==> config.mk <==
export PLATFORM = sky130hd
export DESIGN_NAME = data_bus_adapter
export DESIGN_NICKNAME = d
export VERILOG_FILES = /design/src/rtl/data_bus_adapter.sv
export SDC_FILE = /design/constraint.sdc
export NUM_CORES = 1
export LEC_CHECK = 0
export ABC_CLOCK_PERIOD_IN_PS = 4600
export CAP_MARGIN = 5
export CORE_MARGIN = 2
export CORE_UTILIZATION = 24
export DETAILED_ROUTE_END_ITERATION = 12
export PLACE_DENSITY_LB_ADDON = 0.08
export RECOVER_POWER = 50
export SYNTH_ARGS = -nofsm -noshare
export SYNTH_HDL_FRONTEND = slang
export SYNTH_SLANG_ARGS = --single-unit
export TNS_END_PERCENT = 1
==> constraint.sdc <==
create_clock -name clock -period 4.6 [get_ports clock]
set_clock_uncertainty 0.1 [all_clocks]
set_input_delay 0.69 -clock clock [delete_from_list [all_inputs] [get_ports clock]]
set_output_delay 0.69 -clock clock [all_outputs]
set_load 0.01 [all_outputs]
==> src/rtl/data_bus_adapter.sv <==
// rtl/data_bus_adapter.sv - core data port to word-aligned valid/ready bus adapter
// Stalls the core across bus wait states and faults on misalignment or timeout.
module data_bus_adapter #(
  parameter int TIMEOUT_CYCLES = 255
) (
  input  logic        clock,
  input  logic        reset,
  input  logic [31:0] core_address,
  input  logic [1:0]  core_width,
  input  logic [31:0] core_wdata,
  input  logic        core_read,
  input  logic        core_write,
  output logic [31:0] core_rdata,
  output logic        core_stall,
  output logic        core_fault,
  output logic        bus_valid,
  input  logic        bus_ready,
  output logic [31:0] bus_address,
  output logic [3:0]  bus_byte_en,
  output logic        bus_write,
  output logic [31:0] bus_wdata,
  input  logic        bus_rsp_valid,
  input  logic [31:0] bus_rdata
);

  typedef enum logic [2:0] {IDLE, REQ, RSP, DONE, FAULT} state_t;

  localparam logic [15:0] LAST_COUNT = 16'(TIMEOUT_CYCLES - 1);

  state_t      state;
  logic [15:0] count;
  logic [1:0]  offset;
  logic [1:0]  width;
  logic        request;
  logic        bad;
  logic [3:0]  byte_en_next;
  logic [31:0] wdata_next;
  logic [31:0] shifted;
  logic [31:0] rdata_next;

  assign request    = core_read | core_write;
  assign core_stall = ((state == IDLE) && request) || (state == REQ) || (state == RSP);

  always_comb begin
    bad = (core_read & core_write)
        | (core_width == 2'd3)
        | ((core_width == 2'd1) & core_address[0])
        | ((core_width == 2'd2) & (core_address[1:0] != 2'b00));
  end

  always_comb begin
    byte_en_next = 4'b1111;
    wdata_next   = core_wdata;
    case (core_width)
      2'd0: begin
        byte_en_next = 4'b0001 << core_address[1:0];
        wdata_next   = {4{core_wdata[7:0]}};
      end
      2'd1: begin
        byte_en_next = core_address[1] ? 4'b1100 : 4'b0011;
        wdata_next   = {2{core_wdata[15:0]}};
      end
      default: ;
    endcase
  end

  // Read data comes back on the lanes selected by the original byte offset.
  always_comb begin
    shifted = bus_rdata >> {offset, 3'b000};
    case (width)
      2'd0:    rdata_next = {24'd0, shifted[7:0]};
      2'd1:    rdata_next = {16'd0, shifted[15:0]};
      default: rdata_next = shifted;
    endcase
  end

  always_ff @(posedge clock) begin
    if (reset) begin
      state       <= IDLE;
      count       <= '0;
      offset      <= '0;
      width       <= '0;
      bus_valid   <= 1'b0;
      bus_write   <= 1'b0;
      bus_byte_en <= '0;
      bus_address <= '0;
      bus_wdata   <= '0;
      core_rdata  <= '0;
      core_fault  <= 1'b0;
    end else begin
      core_fault <= 1'b0;
      case (state)
        IDLE: begin
          if (request) begin
            if (bad) begin
              state      <= FAULT;
              core_fault <= 1'b1;
              core_rdata <= '0;
            end else begin
              state       <= REQ;
              bus_valid   <= 1'b1;
              bus_address <= {core_address[31:2], 2'b00};
              bus_byte_en <= byte_en_next;
              bus_write   <= core_write;
              bus_wdata   <= wdata_next;
              offset      <= core_address[1:0];
              width       <= core_width;
              count       <= '0;
            end
          end
        end
        REQ: begin
          if (bus_ready) begin
            bus_valid <= 1'b0;
            state     <= bus_write ? DONE : RSP;
            count     <= count + 16'd1;
          end else if (count == LAST_COUNT) begin
            bus_valid  <= 1'b0;
            state      <= FAULT;
            core_fault <= 1'b1;
            core_rdata <= '0;
          end else begin
            count <= count + 16'd1;
          end
        end
        RSP: begin
          if (bus_rsp_valid) begin
            core_rdata <= rdata_next;
            state      <= DONE;
          end else if (count == LAST_COUNT) begin
            state      <= FAULT;
            core_fault <= 1'b1;
            core_rdata <= '0;
          end else begin
            count <= count + 16'd1;
          end
        end
        DONE:    state <= IDLE;
        FAULT:   state <= IDLE;
        default: state <= IDLE;
      endcase
    end
  end

endmodule
### Yosys cells after proc, flatten, opt, wreduce, memory -nomap -nowiden

Index checks and enable logic that the tools add are counted.

| word-level totals | value |
|---|---|
| register bits | 124 |
| output and inout port bits | 104 |

| operators by class | value |
|---|---|
| add/subtract/negate cells | 1 |
| equal/unequal tests | 13 |
| shifts and indexed selects | 2 |
| muxes and demuxes | 34 |
| bitwise operators | 8 |
| reductions and logical operators | 13 |

Operator list:

| cell | number |
|---|---|
| two-way mux 32 bit | 5 |
| case mux 32 bit (2 select lines) | 2 |
| case mux 32 bit (3 select lines) | 1 |
| two-way mux 16 bit | 5 |
| case mux 16 bit (3 select lines) | 1 |
| >> shifter 32 x 5 -> 32 bit | 1 |
| adder 16 x 1 -> 16 bit (second input constant) | 1 |
| == test 16 x 8 -> 1 bit (second input constant) | 1 |
| two-way mux 3 bit | 5 |
| AND reduction 4 bit | 3 |
| two-way mux 1 bit | 10 |
| != test 2 bit (second input constant) | 5 |
| case mux 3 bit (3 select lines) | 1 |
| case mux 4 bit (2 select lines) | 1 |
| == test 2 x 1 -> 1 bit (second input constant) | 2 |
| == test 2 bit (second input constant) | 2 |
| logical NOT 2 bit | 2 |
| two-way mux 4 bit | 1 |
| OR 1 bit | 4 |
| nonzero test 2 bit | 2 |
| left shift 1 x 2 -> 4 bit (first input constant) | 1 |
| bitwise AND 1 bit | 3 |
| == test 3 x 1 -> 1 bit (second input constant) | 1 |
| == test 3 x 2 -> 1 bit (second input constant) | 1 |
| other kinds (9) | 10 |

### Depth between registers and ports, before layout

| logic depth | value |
|---|---|
| word-level depth | 7 |
| gate-level depth with buffers | 8 |
| mapped depth without buffers | 7 |

### Worst setup path after synthesis

OpenSTA, ideal clock, no wires.

| timing | value |
|---|---|
| path kind | flip-flop to flip-flop |
| start | reg count[0] |
| end | reg core_rdata[7] |
| library setup time | 0.117 ns |
| data arrival time | 2.250 ns |
| required time | 4.383 ns |
| slack | 2.133 ns |
| cell stages (with the launch flop) | 9 |
| period minus slack after synthesis | 2.467 ns |
| path through | dfxtp_1 > inv_1 > ha_1 > or4b_1 > or4_4 > a221oi_2 > nor2_2 > buf_4 > a32o_1 |

| between the ends | value |
|---|---|
| longest elaborated chain between the ends | 4 |
| elaborated cells between the ends (all ways) | 5 |
| those cells by class | 1 x eq/ne; 4 x mux |

RTL lines:

| element | RTL line | source |
|---|---|---|
| start, declared | 31 | `logic [15:0] count;` |
| start signal, assigned | 116 | `count <= count + 16'd1;` |
| start signal, assigned | 123 | `count <= count + 16'd1;` |
| start signal, assigned | 135 | `count <= count + 16'd1;` |
| == test 16 x 8 -> 1 bit * | 117, 130 |  |
| two-way mux 32 bit * | - |  |
| two-way mux 32 bit, on equally long branches | - |  |
| case mux 32 bit (3 select lines) * | - |  |
| end signal, assigned | 128 | `core_rdata <= rdata_next;` |
| end, declared | 13 | `output logic [31:0] core_rdata,` |

Mark *: on every way between the ends. The rest lies on a longest branch, timed or not. The select of a mux whose other input is x is not followed.
A chain may end at the register's enable or synchronous reset.

### Worst setup path after layout

| timing | value |
|---|---|
| start | reg count[0] |
| end | reg core_rdata[1] |

The elaborated chain is that of the path after synthesis.

==> impl_metrics.ini <==
[synthesis]
netlist_instances = 653
synthArstFlopShare_pct = 0
post-synth-top-area-fraction_pct = 45.3
netlist-cell-type-count = 52
synth-seq-area-share_pct = 45.3
synthFlopType = dfxtp_1
netlist_area_um2 = 5480
synth_warnings = 0
yosys.area.top_type = dfxtp_1
synth_seq_cells = 124
avgSynthCellArea_um2 = 8.40
synth_area_leaders = dfxtp_1 45%, nand2_1 9.9%, a21oi_1 6.0%, mux2i_1 5.8%, o21ai_0 2.8%
synth_edf_count = 0

[setup_path]
critPathMaxFanout = 32
r2r_slack_ns = 1.06
path_cells = inv_1 -> ha_1 -> or4b_1 -> or4_1 -> a221oi_1 -> nor2_2 -> clkbuf_1 -> a32o_1
start_kind = register
endpoint_kind = register
critPathMaxStageDelay_ns = 0.66
critPathSlowestCell = or4_1
critPathKind = reg2reg
reg2reg_depth = 8
r2r_start = count[0]
worstPathRequired_ns = 4.79
crit_arrival_ns = 3.74
timing.rr.end = core_rdata[1]

[global_routing]
antenna_found_initial = 1
grtUsageMet2_pct = 24.7
use_met3_pct = 6.04
grt_pass1_vias = 5276
grt.busiest_layer = met2
gr-total-overflow = 0
grt_max_degree = 91
grt_pass1_wl_mm = 29.7
use_met1_pct = 19.8
grt_util_all_layers_pct = 15.5

[cells_and_area]
regArea_um2 = 2480
fillers = 2283
area_growth_pct = 52.4
final_common_cell = nand2_1
finalInstanceArea_um2 = 8350
fin_util_pct = 37.1
multiInputGateArea_um2 = 2750
most-common-layout-cells = 144 x nand2_1, 124 x dfxtp_1, 102 x clkdlybuf4s50_1, 102 x dlygate4sd3_1, 66 x a21oi_1
layout-drive-gt1-share_pct = 5.08
nNetsFinal = 941

[cts]
clk_latency_ns = 0.41
clkSinkCount = 124
postCtsSetupRepairBufs = 0
numCtsBuffers = 17
htreeDepth = 4
cts_buffer_depth = 2
post_cts_resized = 0
tritoncts = yes
ctsHoldBuffers = 0
cts-root-buf = clkbuf_16
clk_pin_slew_ns = 0.06

[floorplanning]
initial_core_util_pct = 24.4
dieArea_um2 = 24100
fp.dieH_um = 155
die_width_um = 155
coreArea_um2 = 22500
row_count = 55
ios = 208

[run_status]
status = complete, but fails checks
failed_checks = capacitance limit, slew limit

[pwr]
switchingPower_w = 0.000783
power.leakage_nw = 3.20
power.share.clock_pct = 46.8
seqPwrFrac_pct = 37.8
p_sw_share_pct = 25.6
p_int_w = 0.00228
power_w = 0.00306
ir_worst_vdd_v = 0.000205
comb_power_share_pct = 15.4
p_per_area_nw_per_um2 = 367

[timing]
maxSlewHeadroom_pct = -5.71
setup_viol = 0
rsz0062_at_grt = false
post-route-period-util_pct = 77.1
tightest_slew_ns = 1.59
fmax_mhz = 282
finalMaxSlewViolations = 33
fin_crit_ns = 3.54
finalHoldViolCount = 0
fin_setup_tns_ns = 0

[routing]
dr.first_iter.drc_count = 264
first_pass_iters = 5
drtAntennaViolNets = 0
drt_wl_total_mm = 18.6
via_count = 5398
wl_per_cell_um = 16.4
vias_per_cell = 4.76
drc = 0

[worst_hold_path]
min_path_cells = 2
min_path_type = reg2reg
hp-start = bus_address[22]
hold-path-endpoint = bus_address[22]

[placed_design]
place_area_um2 = 7740
dp_hpwl_mm = 13.1
gp_congestion = 0.847
io_buffers = 205

[run]
maxCapViolCount = 1
==> how the worst max path moves through the flow <==
| stage | startpoint | endpoint | slack [ns] | cells past startpoint |
|---|---|---|---|---|
| 4_1_cts | core_write | core_stall | 1.37 | 4 |
| 3_5_place_dp | core_address[1] | bus_wdata[15] | 1.29 | 6 |
| 5_1_grt | count[0] | core_rdata[0] | 0.90 | 8 |
| 3_3_place_gp | core_address[1] | bus_wdata[28] | 1.37 | 6 |
| 2_1_floorplan | count[0] | core_rdata[7] | 2.13 | 8 |
| 6_report | count[0] | core_rdata[1] | 1.06 | 8 |
==> flip-flops by register name, indices dropped and copies added (netlist names) <==
signal,cells
bus_wdata,32
core_rdata,32
bus_address,30
count,16
bus_byte_en,4
state,3
offset,2
width,2
bus_valid,1
bus_write,1
core_fault,1
==> area by class of cell <==
class	instances	share of cell area [%]
Timing Repair Buffer	212	25.1
Clock inverter	11	2.01
Clock buffer	20	5.47
Sequential cell	124	29.7
Tap cell	285	4.27
Inverter	10	0.449
Multi-Input combinational cell	470	32.9
Antenna cell	1	0.0300
==> routing by layer <==
metal	vias to the layer above	share of wire, %
met4	0	0.96
met5	-	0
met2	167	46
met3	12	8.5
li1	2701	-
met1	2518	44
==> critical path: cells and delay by family, from the launching register on <==
kind	cells	cell delay, ns
simple gates	3	1.19
compound gates	2	0.90
buf+inv	2	0.74
flops	1	0.35
fa+ha+maj	1	0.14
==> cell usage after synthesis, types with 11 or more instances <==
cell type,n
nand2_1,144
dfxtp_1,124
a21oi_1,66
clkbuf_1,38
nor2_1,35
mux2i_1,32
o21ai_0,31
a211oi_1,18
a22o_1,17
a311oi_1,14
nor2b_1,11
==> through the flow <==
step / hold slack [ns] / setup slack, ns / instances
floorplan: 0.337 / 2.13 / 654
global placement: 0.342 / 1.37 / 1101
detailed placement: 0.349 / 1.29 / 1101
CTS: 0.358 / 1.37 / 1132
global route: 0.371 / 0.899 / 1132
finish: 0.350 / 1.06 / 1133
==> kinds of logic after synthesis <==
| group | count (synthesis) | synth area share (%) |
|---|---|---|
| AND/OR/NAND/NOR | 232 | 18.7 |
| buffers and inverters | 60 | 4.59 |
| flip-flops | 124 | 45.3 |
| AO/OA/AOI/OAI | 197 | 24.3 |
| multiplexers | 32 | 5.84 |
| adder cells (fa/ha/maj) | 2 | 0.456 |
| other | 1 | 0.0684 |
| XOR/XNOR | 5 | 0.799 |
==> power groups by stage <==
stage | registers [W] | logic [W] | clock network [W]
floorplan | 0.00120 | 0.000221 | 0
finish | 0.00116 | 0.000472 | 0.00143
detailed placement | 0.00118 | 0.000494 | 0
global route | 0.00116 | 0.000519 | 0.00153
CTS | 0.00116 | 0.000496 | 0.00148
global placement | 0.00118 | 0.000492 | 0
Note: power is estimated with default switching activity, not from simulation.
